===== config.mk =====
export PLATFORM = sky130hd
export DESIGN_NAME = sorter_pipelined_nway
export DESIGN_NICKNAME = d
export VERILOG_FILES = /design/src/rtl/sorter_pkg.sv /design/src/rtl/sorter_cmp_swap.sv /design/src/rtl/sorter_pipelined_nway.sv
export SDC_FILE = /design/constraint.sdc
export NUM_CORES = 1
export LEC_CHECK = 0
export BUFFER_PORTS_ARGS = -buffer_cell sky130_fd_sc_hd__buf_2
export CORE_MARGIN = 4
export CORE_UTILIZATION = 52
export DETAILED_ROUTE_END_ITERATION = 16
export GPL_ROUTABILITY_DRIVEN = 0
export GPL_TIMING_DRIVEN = 0
export MAX_ROUTING_LAYER = met4
export PLACE_DENSITY_LB_ADDON = 0.1
export SETUP_SLACK_MARGIN = 0.02
export SLEW_MARGIN = 20
export SYNTH_ARGS = -nofsm -noshare
export SYNTH_HDL_FRONTEND = slang
export SYNTH_SLANG_ARGS = --single-unit

===== constraint.sdc =====
create_clock -name clk -period 2.4 [get_ports clk]
set_clock_uncertainty 0.1 [all_clocks]
set_input_delay 0.36 -clock clk [delete_from_list [all_inputs] [get_ports clk]]
set_output_delay 0.36 -clock clk [all_outputs]
set_load 0.005 [all_outputs]

===== src/rtl/sorter_pkg.sv =====
`default_nettype none
// +--------------------------------------------------------------------------+
// | sorter_pkg                                                               |
// | Shared compare helper, lane-slice helper and default sizing constants.   |
// | Revision: 1.0                                                            |
// +--------------------------------------------------------------------------+
package sorter_pkg;

    localparam int c_DEFAULT_WIDTH = 8;
    localparam int c_DEFAULT_N     = 3;
    localparam int c_CMP_MAX_WIDTH = 64;

    // Operands arrive already extended to c_CMP_MAX_WIDTH, sign- or zero-filled to match signed_mode.
    function automatic logic cmp_gt(
        input logic [c_CMP_MAX_WIDTH-1:0] a,
        input logic [c_CMP_MAX_WIDTH-1:0] b,
        input logic                       signed_mode
    );
        logic w_gt;
        if (signed_mode) begin
            w_gt = $signed(a) > $signed(b);
        end else begin
            w_gt = a > b;
        end
        return w_gt;
    endfunction

    function automatic int lane_lsb(input int lane, input int width);
        return lane * width;
    endfunction

endpackage
`default_nettype wire


===== src/rtl/sorter_cmp_swap.sv =====
`default_nettype none
// +--------------------------------------------------------------------------+
// | sorter_cmp_swap                                                          |
// | Combinational compare-exchange of one lane pair; equal values stay put.  |
// | Revision: 1.0                                                            |
// +--------------------------------------------------------------------------+
module sorter_cmp_swap
    import sorter_pkg::*;
#(
    parameter int WIDTH  = c_DEFAULT_WIDTH,
    parameter bit SIGNED = 1'b0
) (
    input  logic [WIDTH-1:0] a,
    input  logic [WIDTH-1:0] b,
    input  logic             desc,
    output logic [WIDTH-1:0] lo_out,
    output logic [WIDTH-1:0] hi_out
);

    logic [c_CMP_MAX_WIDTH-1:0] w_a_ext;
    logic [c_CMP_MAX_WIDTH-1:0] w_b_ext;
    logic                       w_swap;

    generate
        if (WIDTH > c_CMP_MAX_WIDTH) begin : g_width_check
            $error("sorter_cmp_swap: WIDTH exceeds c_CMP_MAX_WIDTH");
        end

        if (SIGNED) begin : g_sext
            assign w_a_ext = c_CMP_MAX_WIDTH'($signed(a));
            assign w_b_ext = c_CMP_MAX_WIDTH'($signed(b));
        end else begin : g_zext
            assign w_a_ext = c_CMP_MAX_WIDTH'(a);
            assign w_b_ext = c_CMP_MAX_WIDTH'(b);
        end
    endgenerate

    assign w_swap = desc ? cmp_gt(w_b_ext, w_a_ext, SIGNED)
                         : cmp_gt(w_a_ext, w_b_ext, SIGNED);

    assign lo_out = w_swap ? b : a;
    assign hi_out = w_swap ? a : b;

endmodule
`default_nettype wire


===== src/rtl/sorter_pipelined_nway.sv =====
`default_nettype none
// +--------------------------------------------------------------------------+
// | sorter_pipelined_nway                                                    |
// | N-stage odd-even transposition sorter with valid/ready and median tap.   |
// | Revision: 1.0                                                            |
// +--------------------------------------------------------------------------+
module sorter_pipelined_nway
    import sorter_pkg::*;
#(
    parameter int WIDTH  = c_DEFAULT_WIDTH,
    parameter int N      = c_DEFAULT_N,
    parameter bit SIGNED = 1'b0
) (
    input  logic                 clk,
    input  logic                 rst,
    input  logic                 in_valid,
    output logic                 in_ready,
    input  logic [N*WIDTH-1:0]   in_data,
    input  logic                 in_desc,
    output logic                 out_valid,
    input  logic                 out_ready,
    output logic [N*WIDTH-1:0]   out_data,
    output logic [WIDTH-1:0]     out_median
);

    logic [WIDTH-1:0] r_lane     [N][N];
    logic [WIDTH-1:0] w_lane_in  [N][N];
    logic [WIDTH-1:0] w_lane_out [N][N];
    logic [N-1:0]     r_valid;
    // The last stage's mode is never consumed, so the chain stops one short.
    logic [N-2:0]     r_desc;
    logic [N-1:0]     w_stage_desc;
    logic             w_advance;

    assign w_advance = !r_valid[N-1] || out_ready;
    assign in_ready  = w_advance && !rst;

    generate
        if (N < 2) begin : g_n_check
            $error("sorter_pipelined_nway: N must be at least 2");
        end

        for (genvar s = 0; s < N; s++) begin : g_stage
            if (s == 0) begin : g_first
                assign w_stage_desc[s] = in_desc;
                for (genvar j = 0; j < N; j++) begin : g_in
                    assign w_lane_in[s][j] = in_data[lane_lsb(j, WIDTH) +: WIDTH];
                end
            end else begin : g_next
                assign w_stage_desc[s] = r_desc[s-1];
                for (genvar j = 0; j < N; j++) begin : g_in
                    assign w_lane_in[s][j] = r_lane[s-1][j];
                end
            end

            for (genvar j = 0; j < N; j++) begin : g_lane
                if (((j % 2) == (s % 2)) && ((j + 1) < N)) begin : g_pair
                    sorter_cmp_swap #(
                        .WIDTH  (WIDTH),
                        .SIGNED (SIGNED)
                    ) u_cmp_swap (
                        .a      (w_lane_in[s][j]),
                        .b      (w_lane_in[s][j+1]),
                        .desc   (w_stage_desc[s]),
                        .lo_out (w_lane_out[s][j]),
                        .hi_out (w_lane_out[s][j+1])
                    );
                end else if (!((j >= 1) && (((j - 1) % 2) == (s % 2)))) begin : g_pass
                    assign w_lane_out[s][j] = w_lane_in[s][j];
                end
            end
        end
    endgenerate

    always_ff @(posedge clk) begin
        if (rst) begin
            r_valid <= '0;
            r_desc  <= '0;
            for (int s = 0; s < N; s++) begin
                for (int j = 0; j < N; j++) begin
                    r_lane[s][j] <= '0;
                end
            end
        end else if (w_advance) begin
            r_valid[0] <= in_valid;
            r_desc[0]  <= in_desc;
            for (int s = 1; s < N; s++) begin
                r_valid[s] <= r_valid[s-1];
            end
            for (int s = 1; s < N - 1; s++) begin
                r_desc[s] <= r_desc[s-1];
            end
            for (int s = 0; s < N; s++) begin
                for (int j = 0; j < N; j++) begin
                    r_lane[s][j] <= w_lane_out[s][j];
                end
            end
        end
    end

    always_comb begin
        out_data = '0;
        for (int j = 0; j < N; j++) begin
            out_data[lane_lsb(j, WIDTH) +: WIDTH] = r_lane[N-1][j];
        end
    end

    assign out_valid  = r_valid[N-1];
    assign out_median = r_lane[N-1][N/2];

endmodule
`default_nettype wire

* Word level (Yosys, flattened, before mapping)
Memories as Yosys holds them, arrays and structs flattened.
Index checks and enable logic that the tools add are counted.
** Storage, ports and cells
- Output and inout port bits :: 34
- Memories :: 1
- Memory bits (writable) :: 72
- Bits in registers :: 5
- Bits in read-only memories :: 0
- Latch bits :: 0
** Memory list
- r_lane :: words 3, width 24, read ports 3, clocked after Yosys merged registers in 0, wr ports 3, RTL line sorter_pipelined_nway.sv:26 : logic [WIDTH-1:0] r_lane [N][N];
** Cells by class
- Multiplexer cells :: 23
- $mul :: 0
- Div/mod/pow operators :: 0
- Equality and inequality tests :: 0
- Add/subtract/negate cells :: 0
- Shifts and indexed selects :: 0
- Bitwise logic cells :: 9
- Reduce and logical (&&, ||, !) cells :: 4
- $lt $le $gt $ge :: 6
** Operators with widths (count)
- 2-to-1 mux 8 bit :: 15
- > comparator 8 bit :: 6
- OR 1 bit :: 9
- 2-to-1 mux 1 bit :: 8
- logical NOT 1 bit :: 2
- logical AND 1 bit :: 1
- logical OR 1 bit :: 1

* Longest topological paths before layout
- Word-level depth :: 6
- Mapped depth :: 9
- Mapped depth without buffers :: 7

* Hierarchy
A second synthesis with hierarchy kept.
** Unflattened totals
- Cell total of the unflattened synthesis :: 363
- Area, all modules :: 4742.0 µm²
** Modules (own cells, without submodules)
- sorter_pipelined_nway :: seq. area each 2262.2 µm², area each 3311.9 µm², cells each 213, instances 1
- sorter_cmp_swap :: seq. area each 0.0 µm², area each 476.7 µm², cells each 50, instances 3

* Worst setup path after synthesis
No wires, ideal clock.
- Kind :: reg2reg
- Start point :: register r_valid[2]
- End point :: register r_valid[2]
- Arrival time :: 2.123 ns
- Data required time :: 2.079 ns
- Setup time :: 0.221 ns
- Slack :: -0.044 ns
- Cell stages (with the launch flop) :: 4
- Period minus slack after synthesis :: 2.444 ns
- Cells stage by stage :: dfxtp_1 nor3b_1 inv_1 o21ai_0
** On the way
- Word-level cells in the longest chain between the ends :: 2
** Ends and longest elaborated chain
- from (decl) :: RTL line sorter_pipelined_nway.sv:29 : logic [N-1:0] r_valid;
- from (signal, indexed assignment) :: RTL line sorter_pipelined_nway.sv:88 : r_valid[s] <= r_valid[s-1];
- logical NOT 1 bit :: RTL line sorter_pipelined_nway.sv:35 : assign w_advance = !r_valid[N-1] || out_ready;
- logical OR 1 bit :: RTL line sorter_pipelined_nway.sv:35
Every way passes these cells.
A chain may end at the register's enable or synchronous reset.

==> impl_results.md <==
- Outcome: complete, no violations
- # placed instances: roughly 520
- CTS tree: built
- Hold_buf cts: 0
- Port Buf Inserts: a little over 60
- Syn-to-layout area delta: 17.4%
- Fin crit share: between 90% and 100%
- Grt ovf: 0
- Antenna Nets Post-Route: 0
- Final max-slew violation count: 0
- Vias in the first global route: 2526
- RSZ-0062 raised after global routing: yes
- Clock Latency Late Sink: around 0.35 ns
- Register Area: 2260 um2
- WHS Path Cells: 2
- Area occupied by multi-input gates: around 1500 um2
- # H-tree levels: 3
- Gr usage total: 15.7%
- DR vias: ~2600
- Worst Hold Launch: rst
- Final Hold Vio Count: 0
- Num CTS Buffers: 9
- Max-cap violations: 0
- Most frequent cells in the layout: edfxtp_1 (72), buf_2 (63), nand2_1 (53), mux2i_1 (47), buf_4 (37)
- Layout cell share with drive strength beyond 1: 28.8%
- Gate Count Post-Synth: 349
- Root buffer cell: clkbuf_8
- Fillcell total: ~630
- Iteration-0 DRC Markers: between 100 and 150
- Final nets: roughly 480
- DP Worst Slack: -0.126 ns
- Setup CP Type: reg2reg
- Final setup viols: 0
- Initial core utilization: 53.7%
- Reg-to-Reg Start: r_lane[0][1]
- Final setup margin: 0.131 ns
- Yosys cell types: 31
- Fin util: 63.0%
- Chip width: around 97 um
- CP Capture Type: flop
- DP Area: 4640 um2
- Total die area: 9470 um2
- Max frequency: 0.441 GHz
- CP required: 2.49 ns
- Cells on worst reg2reg path: 7
- Clock tree buffer depth: 2
- Largest net degree at the start of global routing: 30
- Initial antenna violation count: 0
- LEAKAGE: 0.00232 uW
- Hold_ws: 0.135 ns
- Synth warnings: 0
- Boundary pin count: 63
- Die Height: 97.3 um
- Core Box Area: 7730 um2
- DRT Pass-1 Iters: 4
- R2R setup slack: 0.13 ns
- Hold Crit Class: in2reg
- Antenna cells: 0
- CTS clk-pin slew, worst paths: 0.08 ns
- Final cell count without fillers: 533
- Slew HR: 65.2%
- Final wirelength: 6800 um
- CP startpoint: r_lane[0][1]
- Peak supply drop: 0.000304 V
- R2R Path End: r_lane[0][37]
- DP HPWL: between 5000 and 6000 um
- Mapped Area: 4150 um2
- Commonest non-fill, non-tap cell in the layout: edfxtp_1
- Minimum clock period: 2.27 ns
- Register area share after synthesis: 54.5%
- Slew @ Worst Pin: around 0.52 ns
- Residual DRC count: 0
- Wire per inst: roughly 13 um
- First-pass GRT wire length: 11500 um
- Via density: 4.86
- Register bit count reported by yosys: 77
- Post-synthesis net count: roughly 400
- Mean post-synth cell area: approximately 12 um2
- CP Data Arrival Time: 2.35 ns
- CP Launch Type: flop
- Sink Count: 77
- CP max FO: 10
- Hold Path Sink: r_valid[2]
- Rows: 32
- Design area: between 4000 and 5000 um2
- PD cells: 710 nW/um2
==> through the flow <==
stage	setup TNS (ns)	power, uW
after floorplan	0	2280
after global placement	-38.57	2460
after detailed placement	-1.17	2490
after CTS	0	3480
after global routing	0	3640
final	0	3460
==> critical path: stages (launching register included) <==
cell      delay [ns]
edfxtp_1        0.41
ha_1            0.32
nor2b_1         0.13
o211a_1         0.21
o21a_1          0.21
a211oi_4        0.28
buf_8           0.20
mux2i_1         0.23
==> worst max-delay path by stage <==
stage                                to  depth (start not counted)
final                     r_lane[0][37]                          7
after global routing      r_lane[0][26]                          7
after CTS                 r_lane[0][63]                          7
after detailed placement  r_lane[0][31]                          7
after global placement     r_lane[0][3]                          3
after floorplan            r_lane[0][0]                          2
==> repair_timing <==
action                                  4_1_cts  5_1_grt
endpoints found under the hold margin         0        0
pin swaps                                     2        1
resized for setup                             0        3
endpoints found under the setup margin       11       19
setup buffers                                 3        0
==> Yosys cell counts, drive strengths merged <==
master  number  area share [%]
edfxtp      72              52
nand2       53             4.8
mux2i       48              12
buf         38             6.8
inv         27             2.4
and2        26             3.9
ha          24             7.2
a21oi        9             1.1
clkbuf       7            0.63
dfxtp        5             2.4
nand4        5            0.75
o21ai        4            0.48
a211oi       3            0.84
a21o         3            0.54
a22o         3            0.63
nor2         3            0.27
nor2b        3            0.45
o21a         3            0.54
a211o        2            0.42
nand2b       2            0.30
nor3         2            0.24
o211ai       2            0.36
and3         1            0.15
and4         1            0.21
nor3b        1            0.18
o211a        1            0.24
o311a        1            0.27
==> kinds of logic after synthesis <==
kind of cell	synth area share (%)
multiplexers	11.6
AO/OA/AOI/OAI	5.43
flip-flops	54.5
adder cells (fa/ha/maj)	7.24
buffers and inverters	9.92
AND/OR/NAND/NOR	11.3
==> where the power goes <==
| group | total [uW] | internal [uW] | switching [uW] |
|---|---|---|---|
| sequential | 1680 | 1620 | 58.3 |
| combinational | 777 | 412 | 365 |
| clock | 1000 | 494 | 506 |
==> state kept, by name, summed over array words and instances (netlist names) <==
signal   count
r_desc       2
r_lane      72
r_valid      3
==> layer usage <==
metal	wire [um]	up-vias	GRT usage [%]
met2	3440	65	26.6
li1	-	1348	-
met3	370	7	3.88
met4	103	0	6.39
met1	2890	1173	17.8
met5	0	-	-
==> area by class of cell <==
| class | count | area share [%] |
|---|---|---|
| Tap cell | 102 | 2.62 |
| Clock inverter | 7 | 1.67 |
| Clock buffer | 9 | 2.54 |
| Timing Repair Buffer | 67 | 7.81 |
| Inverter | 27 | 2.16 |
| Sequential cell | 77 | 46.5 |
| Buffer | 44 | 6.27 |
| Multi-Input combinational cell | 200 | 30.5 |
Power figures use the tool's default switching activity.
